==> config.mk <==
export PLATFORM = sky130hd
export DESIGN_NAME = xadc_drp_sched
export DESIGN_NICKNAME = d
export VERILOG_FILES = /design/src/rtl/xadc_drp_sched.sv
export SDC_FILE = /design/constraint.sdc
export NUM_CORES = 1
export LEC_CHECK = 0
export BUFFER_PORTS_ARGS = -buffer_cell sky130_fd_sc_hd__buf_2
export CORE_UTILIZATION = 40
export DETAILED_ROUTE_END_ITERATION = 8
export PLACE_DENSITY = 0.66
export SETUP_SLACK_MARGIN = 0.2
export SYNTH_ARGS = -nofsm -noshare
export SYNTH_HDL_FRONTEND = slang
export SYNTH_SLANG_ARGS = --single-unit
==> constraint.sdc <==
create_clock -name clk_usb -period 2.4 [get_ports clk_usb]
set_input_delay 0.24 -clock clk_usb [delete_from_list [all_inputs] [get_ports clk_usb]]
set_output_delay 0.24 -clock clk_usb [all_outputs]
set_load 0.01 [all_outputs]
==> src/rtl/xadc_drp_sched.sv <==
// xadc_drp_sched: arbitrates the single XADC DRP port between one-shot host
// transactions and a periodic poller that caches a list of DRP reads.
module xadc_drp_sched #(
   parameter int unsigned pNUM_CH      = 6,
   parameter int unsigned pPOLL_PERIOD = 1024,
   parameter int unsigned pTIMEOUT     = 64
) (
   input  logic                    clk_usb,
   input  logic                    reset_i,
   input  logic                    host_req,
   input  logic                    host_we,
   input  logic [6:0]              host_addr,
   input  logic [15:0]             host_din,
   output logic                    host_busy,
   output logic                    host_ack,
   output logic [15:0]             host_dout,
   output logic                    host_timeout,
   input  logic                    poll_en,
   input  logic [pNUM_CH*7-1:0]    poll_addr,
   output logic [pNUM_CH*16-1:0]   result,
   output logic [pNUM_CH-1:0]      result_valid,
   output logic [7:0]              timeout_cnt,
   output logic [6:0]              drp_addr,
   output logic                    drp_den,
   output logic                    drp_dwe,
   output logic [15:0]             drp_din,
   input  logic [15:0]             drp_dout,
   input  logic                    drp_drdy
);

   localparam int unsigned SW = (pNUM_CH > 1) ? $clog2(pNUM_CH) : 1;
   localparam int unsigned TW = $clog2(pPOLL_PERIOD);
   localparam int unsigned CW = $clog2(pTIMEOUT);
   localparam logic [TW-1:0] TMR_RELOAD = TW'(pPOLL_PERIOD - 1);
   localparam logic [CW-1:0] CNT_LAST   = CW'(pTIMEOUT - 1);
   localparam logic [SW-1:0] SLOT_LAST  = SW'(pNUM_CH - 1);

   typedef enum logic [1:0] {IDLE, ISSUE, WAIT, DONE} state_t;
   state_t state, state_nxt;

   logic                     host_pending, poll_pending;
   logic                     cur_host, last_host, grant_host;
   logic                     h_we;
   logic [6:0]               h_addr;
   logic [15:0]              h_din;
   logic [SW-1:0]            slot;
   logic [TW-1:0]            poll_tmr;
   logic [CW-1:0]            wait_cnt;
   logic [pNUM_CH-1:0][15:0] res_q;
   logic [6:0]               poll_sel;
   logic                     host_accept, drdy_hit, timed_out;

   assign host_busy   = host_pending | (cur_host & ((state == ISSUE) | (state == WAIT)));
   assign host_accept = host_req & ~host_busy;
   assign drdy_hit    = (state == WAIT) & drp_drdy;
   assign timed_out   = (state == WAIT) & ~drp_drdy & (wait_cnt == CNT_LAST);
   // on a tie the requester that was not served last wins; last_host resets to 0 so host wins first
   assign grant_host  = host_pending & (~poll_pending | ~last_host);
   assign poll_sel    = poll_addr[7*int'(slot) +: 7];

   assign drp_den   = (state == ISSUE);
   assign drp_dwe   = (state == ISSUE) & cur_host & h_we;
   assign drp_addr  = (state != ISSUE) ? '0 : (cur_host ? h_addr : poll_sel);
   assign drp_din   = ((state == ISSUE) & cur_host) ? h_din : '0;
   assign host_ack  = (state == DONE) & cur_host;
   assign result    = res_q;

   always_ff @(posedge clk_usb) begin
      if (reset_i) state <= IDLE;
      else         state <= state_nxt;
   end

   always_comb begin
      state_nxt = state;
      case (state)
         IDLE:    if (host_pending | poll_pending) state_nxt = ISSUE;
         ISSUE:   state_nxt = WAIT;
         WAIT:    if (drdy_hit | timed_out) state_nxt = DONE;
         DONE:    state_nxt = IDLE;
         default: state_nxt = IDLE;
      endcase
   end

   always_ff @(posedge clk_usb) begin
      if (reset_i) begin
         host_pending <= 1'b0;
         poll_pending <= 1'b0;
         cur_host     <= 1'b0;
         last_host    <= 1'b0;
         h_we         <= 1'b0;
         h_addr       <= '0;
         h_din        <= '0;
         slot         <= '0;
         poll_tmr     <= TMR_RELOAD;
         wait_cnt     <= '0;
         res_q        <= '0;
         result_valid <= '0;
         host_dout    <= '0;
         host_timeout <= 1'b0;
         timeout_cnt  <= '0;
      end else begin
         if (host_accept) begin
            host_pending <= 1'b1;
            h_we         <= host_we;
            h_addr       <= host_addr;
            h_din        <= host_din;
            host_timeout <= 1'b0;
         end else if ((state == ISSUE) && cur_host) begin
            host_pending <= 1'b0;
         end

         // a tick landing while a poll is in flight stays queued, further ticks merge into it
         if (!poll_en) begin
            poll_tmr     <= TMR_RELOAD;
            poll_pending <= 1'b0;
         end else if (poll_tmr == '0) begin
            poll_tmr     <= TMR_RELOAD;
            poll_pending <= 1'b1;
         end else begin
            poll_tmr <= poll_tmr - 1'b1;
            if ((state == ISSUE) && !cur_host) poll_pending <= 1'b0;
         end

         if ((state == IDLE) && (host_pending || poll_pending)) begin
            cur_host  <= grant_host;
            last_host <= grant_host;
         end

         if (state == ISSUE)     wait_cnt <= '0;
         else if (state == WAIT) wait_cnt <= wait_cnt + 1'b1;

         if (drdy_hit) begin
            if (cur_host) begin
               if (!h_we) host_dout <= drp_dout;
            end else begin
               res_q[slot]        <= drp_dout;
               result_valid[slot] <= 1'b1;
            end
         end

         if (timed_out) begin
            if (timeout_cnt != 8'hFF) timeout_cnt <= timeout_cnt + 8'd1;
            if (cur_host) host_timeout <= 1'b1;
         end

         if ((state == DONE) && !cur_host)
            slot <= (slot == SLOT_LAST) ? '0 : slot + 1'b1;
      end
   end

endmodule

# --- After elaboration in Yosys (flattened, before gate mapping) ---
# Cells that the tools add are included.
classes:
  bitwise_logic: 21
  muxes: 19
  n_reduce_logical: 18
  n_shift: 1
  magnitude_cmp: 2
  multipliers: 1
  add_sub_neg: 4
  eq_ne: 9
ops:
  columns: ["op", "n"]
  rows:
  - ["96-bit bitwise mux", 1]
  - ["16-bit demux with 3-bit select", 1]
  - ["42-bit by 7-bit variable part select with 7-bit output", 1]
  - ["16-bit two-way mux", 2]
  - ["7-bit two-way mux", 2]
  - ["10-bit logical NOT", 1]
  - ["10-bit by 1-bit subtractor with 10-bit output, second input constant", 1]
  - ["1-bit bitwise AND", 9]
  - ["8-bit by 1-bit adder with 8-bit output, second input constant", 1]
  - ["1-bit two-way mux", 8]
  - ["8-bit != test, second input constant", 1]
  - ["2-bit case mux with 4 select lines", 1]
  - ["6-bit by 1-bit adder with 6-bit output, second input constant", 1]
  - ["6-bit equality test, second input constant", 1]
  - ["3-bit by 3-bit multiplier with 6-bit output, first input constant", 1]
  - ["1-bit inverter", 6]
  - ["6-bit bitwise OR", 1]
  - ["2-bit AND reduction", 3]
  - ["1-bit logical AND", 5]
  - ["1-bit bitwise OR", 5]
  - ["2-bit equality test, second input constant", 2]
  - ["3-bit by 4-bit less-than comparator with 1-bit output, second input constant", 1]
  - ["2-bit two-way mux", 2]
  - ["2-bit by 1-bit != test with 1-bit output, second input constant", 2]
  - ["other kinds (14)", 16]
word_totals:
  word_cells: 95
  out_inout_bits: 154
  inputBits: 87
  ff_bits: 175

# --- Longest topological paths before layout ---
logic_depth:
  ltp_word: 9
  ltp_mapped: 8
  depth_no_buf: 6

# --- Worst setup path after synthesis ---
# OpenSTA, ideal clock, no wires.
synth_path:
  path_type: "register to output"
  start: "reg slot[0]"
  end: "out drp_addr[5]"
  t_arrival_ps: 1653
  required_ps: 2160
  path_slack_ps: 507
  path_stages_with_launch: 6
  n_path_buf: 2
  cell_sequence: "dfxtp_1 -> buf_2 -> buf_2 -> mux4_2 -> a221oi_1 -> nor2_1"
synth_between:
  elab_chain_cells: 4
synth_rtl:
  columns: ["element", "line", "rtl"]
  rows:
  - ["start: declaration", "46", "logic [SW-1:0] slot;"]
  - ["start signal: assignment", "147", "slot <= (slot == SLOT_LAST) ? '0 : slot + 1'b1;"]
  - ["3-bit by 3-bit multiplier with 6-bit output", "59", "assign poll_sel = poll_addr[7*int'(slot) +: 7];"]
  - ["42-bit by 7-bit variable part select with 7-bit output", "59", null]
  - ["7-bit two-way mux (2 in series)", "63", "assign drp_addr = (state != ISSUE) ? '0 : (cur_host ? h_addr : poll_sel);"]
  - ["end: declaration", "23", "output logic [6:0] drp_addr,"]
# No other way between the ends.

# --- Worst setup path in the final report ---
layout_path:
  start: "reg slot[0]"
  end: "out drp_addr[3]"
# Same word-level chain as after synthesis.

==> impl_results.md <==
- Number of synthesized flops with an enable pin: 0
- CP endpoint kind: primary output
- Clk buf depth: 2
- Yosys cell types: 45
- CTS sink count: 175
- Crit-path cells: buf_12 -> mux4_2 -> a221oi_2 -> nor2_1 -> buf_2
- Worst reg2reg path startpoint: state[0]
- Critical path's top delay family: multiplexers
- RSZ-0062 raised after global routing: yes
- WL per Instance: 16.1 microns
- Fmax: 460 MHz
- Vias in the first global route: 6225
- Avg Inst Size Synth: 8.10 sq um
- Worst Setup SP: slot[0]
- P_sw: 1.85 mW
- Power Density: 742 nW/um^2
- Tmin final: 2.17 ns
- WHS: 0.0463 ns
- Net Count, Synth: 956
- Die Area: 18000 sq um
- Initial Util: 41.4%
- FF/Latch Area: 3510 sq um
- All-Layer GR Usage: 23.7%
- Synthesis-to-layout area growth: 30.2%
- Clock transition at path regs: 0.07 ns
- Final Util: 54.0%
- Fillers: 1629
- Input/output buffers: 240
- Drt first pass iters: 5
- ANT cells: 0
- CTS Buf Count: 17
- Core Footprint: 16800 sq um
- Slowest stage cell on the critical path: mux4_2
- HP Class: primary input to flop
- Htree depth: 4
- Via Count: 6802
- Leakage power: 3.87 nW
- Sw Ratio: 27.5%
- Setup TNS: 0 ns
- Synth warn: 0
- Gpl congestion: 0.823
- Crit path DAT: 1.93 ns
- Total grt overflow: 0
- Most frequent cells in the layout: nand2_1, buf_2, dfxtp_1
- Internal power: 4.88 mW
- Critical path fanouts, max: 6
- Post-route DRC: 0
- Clock insertion delay at the later pin of the skew report: 0.43 ns
- CTS tree: done
- CTS root buf: clkbuf_16
- Initial antenna violation count: 0
- Endpoints failing setup: 0
- Clock Skew: 0.0120 ns
- Rel. slew slack: 58.5%
- Final period util: 90.6%
- Synthesized area: 6970 sq um
- Die width: 134 microns
- Nets: 1182
- Sequential area share after synthesis: 50.3%
- Ratio of cells with drive above 1 in the final layout: 29.9%
- Largest net degree at the start of global routing: 122
- Final wirelength: 21300 microns
- Die H: 134 microns
- Number of buffers and inverters on the critical path: 2
- I/O Pins: 241
- Worst slew pin tran: 0.621 ns
- Antenna Nets Post-Route: 0
- # rows: 47
- Worst vdd ir: 0.523 mV
- Reg2Reg Setup Slack: 0.41 ns
- Min-delay src: host_din[11]
- Syn Inst Count: 861
- Startpoint types: flop
- First-pass GRT wire length: 33000 microns
- Max-Cap Viols: 0
- Crit path largest cell delay: 0.50 ns
- Logic pwr share: 15.0%
- Sequential power share: 45.5%
- Vias/cell: 5.16
- Final Max Slew Viols: 0
- Footprint of the multi-input gates: 3230 sq um
- Outcome: finished clean
- DP Wirelength: 14700 microns
- Most common cell after layout, fill and taps aside: nand2_1
- Total Power: 6.73 mW
- Predominant post-synthesis flop cell: dfxtp_1
- Power share of the clock group: 39.5%
- WS Path Type: flop to primary output
- Fin. Hold Viols: 0
- Post-synthesis async set-or-reset flop share: 0%
- Required @ worst endpoint: 2.16 ns
- CTS Hold Bufs: 0
- Post-synthesis register bit count: 175
- Initial DRC Count: 383
==> metal layers <==
layer  part of all wire, %  GRT usage, %  vias to the layer above
met3                   7.6          5.90                       20
met1                    43          30.0                     3150
li1                      -             -                     3356
met4                   1.4          6.69                        0
met5                     0             0                        -
met2                    48          40.0                      276
==> logic make-up after synthesis <==
| logic type | count (synthesis) | synth area share [%] |
|---|---|---|
| and+or+nand+nor | 395 | 24.9 |
| AOI/OAI and AO/OA | 185 | 14.3 |
| buffers and inverters | 72 | 4.20 |
| xor gates and xnor gates | 11 | 1.38 |
| muxes | 15 | 3.54 |
| adders and majority gates | 8 | 1.44 |
| DFF | 175 | 50.3 |
==> area by class of cell <==
type / count / area share [%]
tap: 220 / 3.03
clock inverter: 10 / 1.16
timing repair buffer: 267 / 16.0
sequential: 175 / 38.7
multi-input combinational: 614 / 35.6
inverter: 12 / 0.496
clock buffer: 21 / 5.07
==> registers in the layout, summed over array words and instances (netlist names) <==
| signal | count |
|---|---|
| result | 96 |
| h_din | 16 |
| host_dout | 16 |
| poll_tmr | 10 |
| timeout_cnt | 8 |
| h_addr | 7 |
| result_valid | 6 |
| wait_cnt | 6 |
| slot | 3 |
| state | 2 |
| h_we | 1 |
| host_pending | 1 |
| host_timeout | 1 |
| last_host | 1 |
| poll_pending | 1 |
==> per-stage QoR <==
stage                     instances  worst slack [ns]  instance area, sq um
final                          1319             0.226                  9070
after global routing           1319             0.177                  9070
after CTS                      1318             0.200                  9020
after detailed placement       1284             0.206                  8410
after global placement         1284             0.224                  8410
after floorplan                 861             0.507                  6970
==> synth_stat cells, drive strengths merged (5+ instances only) <==
library cell | count | share of area [%]
a21oi | 152 | 11
a221oi | 7 | 0.88
and3 | 19 | 1.7
buf | 17 | 1.2
clkbuf | 43 | 2.3
dfxtp | 175 | 50
ha | 8 | 1.4
inv | 12 | 0.65
mux2 | 7 | 1.1
mux4 | 7 | 2.3
nand2 | 259 | 14
nand3 | 40 | 2.9
nor2 | 35 | 1.9
o21ai | 12 | 0.86
o31ai | 5 | 0.54
or4 | 8 | 0.86
xnor2 | 8 | 1.0
==> worst register-to-register path, delay by kind of cell, from the launching register on <==
family | cells | cell delay, ns
fa+ha+maj | 1 | 0.22
buf+inv | 2 | 0.29
simple gates | 3 | 0.84
compound gates | 1 | 0.20
flops | 1 | 0.36
==> repair_timing <==
| item | 4_1_cts | 5_1_grt |
|---|---|---|
| resized for setup | 5 | 8 |
| setup buffers | 3 | 1 |
| pin swaps | 0 | 8 |
| endpoints found under the setup margin | 7 | 7 |
==> power groups by stage <==
| stage | Sequential (mW) | Combinational (mW) | Clock, mW |
|---|---|---|---|
| 2_1_floorplan | 3.12 | 0.585 | 0 |
| 3_3_place_gp | 3.13 | 0.960 | 0 |
| 3_5_place_dp | 3.13 | 0.962 | 0 |
| 4_1_cts | 3.06 | 0.990 | 2.72 |
| 5_1_grt | 3.07 | 1.11 | 2.84 |
| 6_report | 3.06 | 1.01 | 2.66 |
==> path summary, 6_finish.rpt <==
path,endpoint,depth (start not counted)
max,drp_addr[3],5
min reg2reg,poll_tmr[0],1
max reg2reg,result[57],7
min,h_din[11],3
(Power assumes the default switching activity.)
